## config.mk

```make
export PLATFORM = sky130hd
export DESIGN_NAME = ps2_key_ctrl_flat
export DESIGN_NICKNAME = d
export VERILOG_FILES = /design/src/rtl/ps2_key_ctrl_if.sv /design/src/rtl/ps2_key_ctrl.sv /design/src/flat_wrapper.sv
export SDC_FILE = /design/constraint.sdc
export NUM_CORES = 1
export LEC_CHECK = 0
export CAP_MARGIN = 20
export CORE_MARGIN = 1.5
export CORE_UTILIZATION = 49
export DETAILED_ROUTE_END_ITERATION = 12
export PLACE_DENSITY = 0.75
export SLEW_MARGIN = 20
export SYNTH_ARGS = -nofsm -noshare
export SYNTH_HDL_FRONTEND = slang
export SYNTH_SLANG_ARGS = --single-unit
```

## constraint.sdc

```tcl
create_clock -name clk -period 1.8 [get_ports clk]
set_input_delay 0.27 -clock clk [delete_from_list [all_inputs] [get_ports clk]]
set_output_delay 0.27 -clock clk [all_outputs]
set_load 0.05 [all_outputs]
```

## src/rtl/ps2_key_ctrl_if.sv

```systemverilog
// ps2_key_ctrl_if: keyboard FIFO pop handshake and key-event valid/ready bundle
interface ps2_key_ctrl_if #(parameter int CNT_W = 8);
  logic             kb_ready;
  logic [7:0]       kb_data;
  logic             kb_overflow;
  logic             kb_nextdata_n;
  logic             ev_valid;
  logic             ev_ready;
  logic [7:0]       ev_code;
  logic             ev_break;
  logic             ev_ext;
  logic             key_held;
  logic [7:0]       held_code;
  logic [CNT_W-1:0] press_cnt;
  logic             err;
  modport master (
    input  kb_ready, kb_data, kb_overflow, ev_ready,
    output kb_nextdata_n, ev_valid, ev_code, ev_break, ev_ext,
           key_held, held_code, press_cnt, err
  );
  modport slave (
    output kb_ready, kb_data, kb_overflow, ev_ready,
    input  kb_nextdata_n, ev_valid, ev_code, ev_break, ev_ext,
           key_held, held_code, press_cnt, err
  );
endinterface

```

## src/rtl/ps2_key_ctrl.sv

```systemverilog
// ps2_key_ctrl: PS/2 scan-code parser with typematic suppression; PS2_KEY_CTRL_EXT_EN enables E0 tracking
module ps2_key_ctrl #(
  parameter int CNT_W = 8
) (
  input logic            clk,
  input logic            rst,
  ps2_key_ctrl_if.master bus
);
  typedef enum logic [1:0] {IDLE, POP, SETTLE, EMIT} state_t;
  state_t           state;
  logic [7:0]       byte_q, code_q, held_q;
  logic             brk_f, brk_q, held_f, vld_q, nd_q, err_q, match;
  logic [CNT_W-1:0] cnt_q;
`ifdef PS2_KEY_CTRL_EXT_EN
  logic ext_f, ext_q, held_ext;
  assign match      = held_f && held_q == byte_q && held_ext == ext_f;
  assign bus.ev_ext = ext_q;
`else
  assign match      = held_f && held_q == byte_q;
  assign bus.ev_ext = 1'b0;
`endif
  assign bus.kb_nextdata_n = nd_q;
  assign bus.ev_valid      = vld_q;
  assign bus.ev_code       = code_q;
  assign bus.ev_break      = brk_q;
  assign bus.key_held      = held_f;
  assign bus.held_code     = held_q;
  assign bus.press_cnt     = cnt_q;
  assign bus.err           = err_q;
  always_ff @(posedge clk) begin
    if (rst) begin
      state  <= IDLE;
      byte_q <= '0;
      code_q <= '0;
      held_q <= '0;
      brk_f  <= 1'b0;
      brk_q  <= 1'b0;
      held_f <= 1'b0;
      vld_q  <= 1'b0;
      nd_q   <= 1'b1;
      err_q  <= 1'b0;
      cnt_q  <= '0;
`ifdef PS2_KEY_CTRL_EXT_EN
      ext_f    <= 1'b0;
      ext_q    <= 1'b0;
      held_ext <= 1'b0;
`endif
    end else begin
      if (bus.kb_overflow) err_q <= 1'b1;
      nd_q <= 1'b1;
      case (state)
        IDLE: if (bus.kb_ready) begin
          byte_q <= bus.kb_data;
          nd_q   <= 1'b0;
          state  <= POP;
        end
        POP: state <= SETTLE;
        SETTLE: begin
          state <= IDLE;
          if (byte_q == 8'hF0) brk_f <= 1'b1;
          else if (byte_q == 8'hE0) begin
`ifdef PS2_KEY_CTRL_EXT_EN
            ext_f <= 1'b1;
`endif
          end else if (byte_q != 8'h00) begin
            brk_f <= 1'b0;
`ifdef PS2_KEY_CTRL_EXT_EN
            ext_f <= 1'b0;
`endif
            // a press matching the held key is a typematic repeat and is dropped
            if (brk_f || !match) begin
              vld_q  <= 1'b1;
              code_q <= byte_q;
              brk_q  <= brk_f;
              state  <= EMIT;
`ifdef PS2_KEY_CTRL_EXT_EN
              ext_q <= ext_f;
`endif
              if (!brk_f) begin
                held_f <= 1'b1;
                held_q <= byte_q;
                cnt_q  <= cnt_q + 1'b1;
`ifdef PS2_KEY_CTRL_EXT_EN
                held_ext <= ext_f;
`endif
              end else if (match) held_f <= 1'b0;
            end
          end
        end
        EMIT: if (bus.ev_ready) begin
          vld_q <= 1'b0;
          state <= IDLE;
        end
        default: state <= IDLE;
      endcase
    end
  end
endmodule

```

## src/flat_wrapper.sv

```systemverilog
// flat-port wrapper written by rule: the top's interface ports become plain ports
module ps2_key_ctrl_flat 
#(
  parameter int CNT_W = 8
)
  (clk, rst, bus_kb_ready, bus_kb_data, bus_kb_overflow, bus_ev_ready, bus_kb_nextdata_n, bus_ev_valid, bus_ev_code, bus_ev_break, bus_ev_ext, bus_key_held, bus_held_code, bus_press_cnt, bus_err);
  ps2_key_ctrl_if #(.CNT_W(CNT_W)) bus_i ();
  input logic clk;
  input logic rst;
  input wire logic [$bits(bus_i.kb_ready)-1:0] bus_kb_ready;
  input wire logic [$bits(bus_i.kb_data)-1:0] bus_kb_data;
  input wire logic [$bits(bus_i.kb_overflow)-1:0] bus_kb_overflow;
  input wire logic [$bits(bus_i.ev_ready)-1:0] bus_ev_ready;
  output wire logic [$bits(bus_i.kb_nextdata_n)-1:0] bus_kb_nextdata_n;
  output wire logic [$bits(bus_i.ev_valid)-1:0] bus_ev_valid;
  output wire logic [$bits(bus_i.ev_code)-1:0] bus_ev_code;
  output wire logic [$bits(bus_i.ev_break)-1:0] bus_ev_break;
  output wire logic [$bits(bus_i.ev_ext)-1:0] bus_ev_ext;
  output wire logic [$bits(bus_i.key_held)-1:0] bus_key_held;
  output wire logic [$bits(bus_i.held_code)-1:0] bus_held_code;
  output wire logic [$bits(bus_i.press_cnt)-1:0] bus_press_cnt;
  output wire logic [$bits(bus_i.err)-1:0] bus_err;
  assign bus_i.kb_ready = bus_kb_ready;
  assign bus_i.kb_data = bus_kb_data;
  assign bus_i.kb_overflow = bus_kb_overflow;
  assign bus_i.ev_ready = bus_ev_ready;
  assign bus_kb_nextdata_n = bus_i.kb_nextdata_n;
  assign bus_ev_valid = bus_i.ev_valid;
  assign bus_ev_code = bus_i.ev_code;
  assign bus_ev_break = bus_i.ev_break;
  assign bus_ev_ext = bus_i.ev_ext;
  assign bus_key_held = bus_i.key_held;
  assign bus_held_code = bus_i.held_code;
  assign bus_press_cnt = bus_i.press_cnt;
  assign bus_err = bus_i.err;
  ps2_key_ctrl #(.CNT_W(CNT_W)) u_core (.clk(clk), .rst(rst), .bus(bus_i));
endmodule
```

==> results.sh <==
export IMPL_clock_root_buffer="clkbuf_4"
export IMPL_p_per_area_mw_per_mm2=868
export IMPL_drtIter0Drc=92
export IMPL_hold_viol_final=0
export IMPL_cts_tree="done"
export IMPL_outcome="completed"
export IMPL_dp_final_hpwl_um=2910
export IMPL_core_mm2=0.00342
export IMPL_synth_sequential_area_ratio_pct=44.8
export IMPL_synth_fp_nets=197
export IMPL_crit_type="reg -> out"
export IMPL_cts_max_path_buffers=2
export IMPL_ys_types=46
export IMPL_die_h_um=63.4
export IMPL_fin_util_pct=69.2
export IMPL_fin_crit_ns=1.74
export IMPL_grt_pass1_wl_um=6780
export IMPL_first_pass_iters=4
export IMPL_layout_drive_gt1_share_pct=18.3
export IMPL_leakage_uw=0.00106
export IMPL_max_stage_delay_ns=0.79
export IMPL_port_buffers=41
export IMPL_via_per_inst=5.43
export IMPL_crit_path_start_kind="flip-flop"
export IMPL_syn_cell_area_mm2=0.00179
export IMPL_ant_nets=0
export IMPL_critPathTopFamily="buffers and inverters"
export IMPL_relSlewSlack_pct=65.1
export IMPL_tns_ns=0
export IMPL_rsz0062_at_grt="no"
export IMPL_ys_flop_type="dfxtp_1"
export IMPL_htree_levels=2
export IMPL_end_kind="output port"
export IMPL_cts_sinks=40
export IMPL_multi_input_area_um2=905
export IMPL_cap_violations=0
export IMPL_gp_congestion=0.812
export IMPL_finalPower_uw=2050
export IMPL_routed_wl_um=4070
export IMPL_synth_top_cell_area_share_pct=44.8
export IMPL_slew_viol_final=0
export IMPL_area_growth_synth_to_final_pct=32.3
export IMPL_p_int_uw=1460
export IMPL_seqPwrFrac_pct=47.5
export IMPL_start_util_pct=52.3
export IMPL_io_pin_count=43
export IMPL_cp_required_ns=1.53
export IMPL_diodes=0
export IMPL_grt_overflow_total=0
export IMPL_synthCells=183
export IMPL_yosysWarnings=0
export IMPL_post_route_drc_count=0
export IMPL_die_w_um=63.4
export IMPL_hp_class="reg -> reg"
export IMPL_clock_fmax_mhz=574
export IMPL_row_count=21
export IMPL_synth_edff_count=0
export IMPL_die_area_mm2=0.00402
export IMPL_async_flop_share_pct=0
export IMPL_layout_commonest_cell="dfxtp_1"
export IMPL_nFillCells=290
export IMPL_grt_total_usage_pct=21.5
export IMPL_nNetsFinal=243
export IMPL_switchingPower_uw=589
export IMPL_critical_path_max_fanout=1
export IMPL_wl_per_cell_um=14.7
export IMPL_grt_max_degree=28
export IMPL_skew_ns=0.00868
export IMPL_register_area_um2=811
export IMPL_peakVddDrop_mv=0.568
export IMPL_grt_pass1_vias=1462
export IMPL_mostFrequentLayoutCells="32 x dfxtp_1, 23 x nand2_1, 16 x mux2i_1"
export IMPL_path_clk_slew_ns=0.12
export IMPL_post_cts_buffers=0
export IMPL_cp_arrival_ns=1.47
export IMPL_insertion_delay_ns=0.36
export IMPL_setup_viol=0
export IMPL_cpMaxStageDelayCell="clkdlybuf4s50_1"
export IMPL_cp_buffers_inverters=1
export IMPL_combPwrFrac_pct=20.1
export IMPL_tightest_slew_ns=0.522
export IMPL_ys_ff_latch=40
export IMPL_antenna_found_initial=0
export IMPL_p_clk_share_pct=32.4
export IMPL_fin_crit_sh_pct=96.7
export IMPL_synth_top_cell_by_area="dfxtp_1"
export IMPL_worstPathCellList="clkdlybuf4s50_1"
export IMPL_synth_area_leaders="dfxtp_1 45%, mux2i_1 9.0%, nand2_1 4.8%, a31o_1 3.9%, xnor2_1 3.9%"
export IMPL_switching_share_pct=28.7
export IMPL_vias=1499
export IMPL_numCtsBuffers=5
export IMPL_synth_avg_cell_area_um2=9.77
## worst reg2reg max path: stages (launching register included)
cell	delay (ns)
dfxtp_1	0.45
nor4_1	0.12
o21ai_4	0.24
nand3_4	0.13
nor4_1	0.31
mux2_1	0.35
## final timing paths
check,from,slack [ns],cells after the start,to
max,u_core.bus.kb_nextdata_n,0.06,1,bus_kb_nextdata_n
min,u_core.bus.ev_code[0],0.47,2,u_core.bus.ev_code[0]
max reg2reg,u_core.byte_q[5],0.10,5,u_core.bus.press_cnt[6]
min reg2reg,u_core.bus.ev_code[0],0.47,2,u_core.bus.ev_code[0]
## flip-flops by register name, summed over array words and instances, names as in the netlist
signal                    count
u_core.bus.err                1
u_core.bus.ev_code            8
u_core.bus.held_code          8
u_core.bus.kb_nextdata_n      1
u_core.state                  2
u_core.bus.press_cnt          8
u_core.bus.ev_break           1
u_core.byte_q                 8
u_core.bus.key_held           1
u_core.bus.ev_valid           1
u_core.brk_f                  1
## cells in the mapped netlist (2+ instances only)
master / count
nor4_1: 3
nand2_1: 23
mux2i_1: 16
nor3_1: 8
clkbuf_1: 3
or3_1: 2
nand4_1: 4
o21ai_0: 3
xnor2_1: 8
a21oi_1: 9
inv_1: 3
nand3_1: 3
nor2_1: 11
a31o_1: 8
or4_1: 3
buf_4: 4
dfxtp_1: 40
a31oi_1: 2
o31ai_1: 3
## layout make-up
cell class                 count  area share, %
inverter                       4          0.635
clock inverter                 1           1.27
multi-input combinational    129           38.3
clock buffer                   7           2.75
tap                           46           2.43
timing repair buffer          49           20.4
sequential                    40           34.3
## what timing repair did
item / CTS / global route
hold buffers: 0 / 0
setup endpoints to repair: 13 / 17
gates resized for setup: 13 / 9
## per-layer routing
metal  track usage (%)  part of all wire, %  up-vias  routed length (um)
met1              25.5                   42      706                1710
met4              6.79                  1.3        0                  54
li1                  -                    -      743                   -
met2              37.4                   52       42                2110
met5                 0                    0        -                   0
met3              6.07                  4.6        8                 186
## logic make-up after synthesis
family                   synth area share (%)
AND/OR/NAND/NOR                          22.2
flip-flops                               44.8
AO/OA/AOI/OAI                            13.9
multiplexers                             9.59
buffers and inverters                    4.76
XOR/XNOR                                 3.92
adder cells (fa/ha/maj)                 0.700
other                                   0.210
## power by group through the flow
stage	clock network (uW)	logic [uW]	registers, uW
global placement	0	405	991
CTS	677	412	974
detailed placement	0	414	995
global route	717	440	981
floorplan	0	223	1060
finish	665	413	974
## stage by stage
| stage | cells | area, um^2 | setup WS (ns) | hold WS, ns |
|---|---|---|---|---|
| 2_1_floorplan | 183 | 1800 | 0.0666 | 0.386 |
| 5_1_grt | 276 | 2360 | 0.00303 | 0.473 |
| 3_5_place_dp | 268 | 2260 | 0.117 | 0.456 |
| 3_3_place_gp | 268 | 2260 | 0.130 | 0.444 |
| 4_1_cts | 276 | 2340 | 0.0000951 | 0.471 |
| 6_report | 276 | 2360 | 0.0590 | 0.469 |
Note: power is estimated with default switching activity, not from simulation.
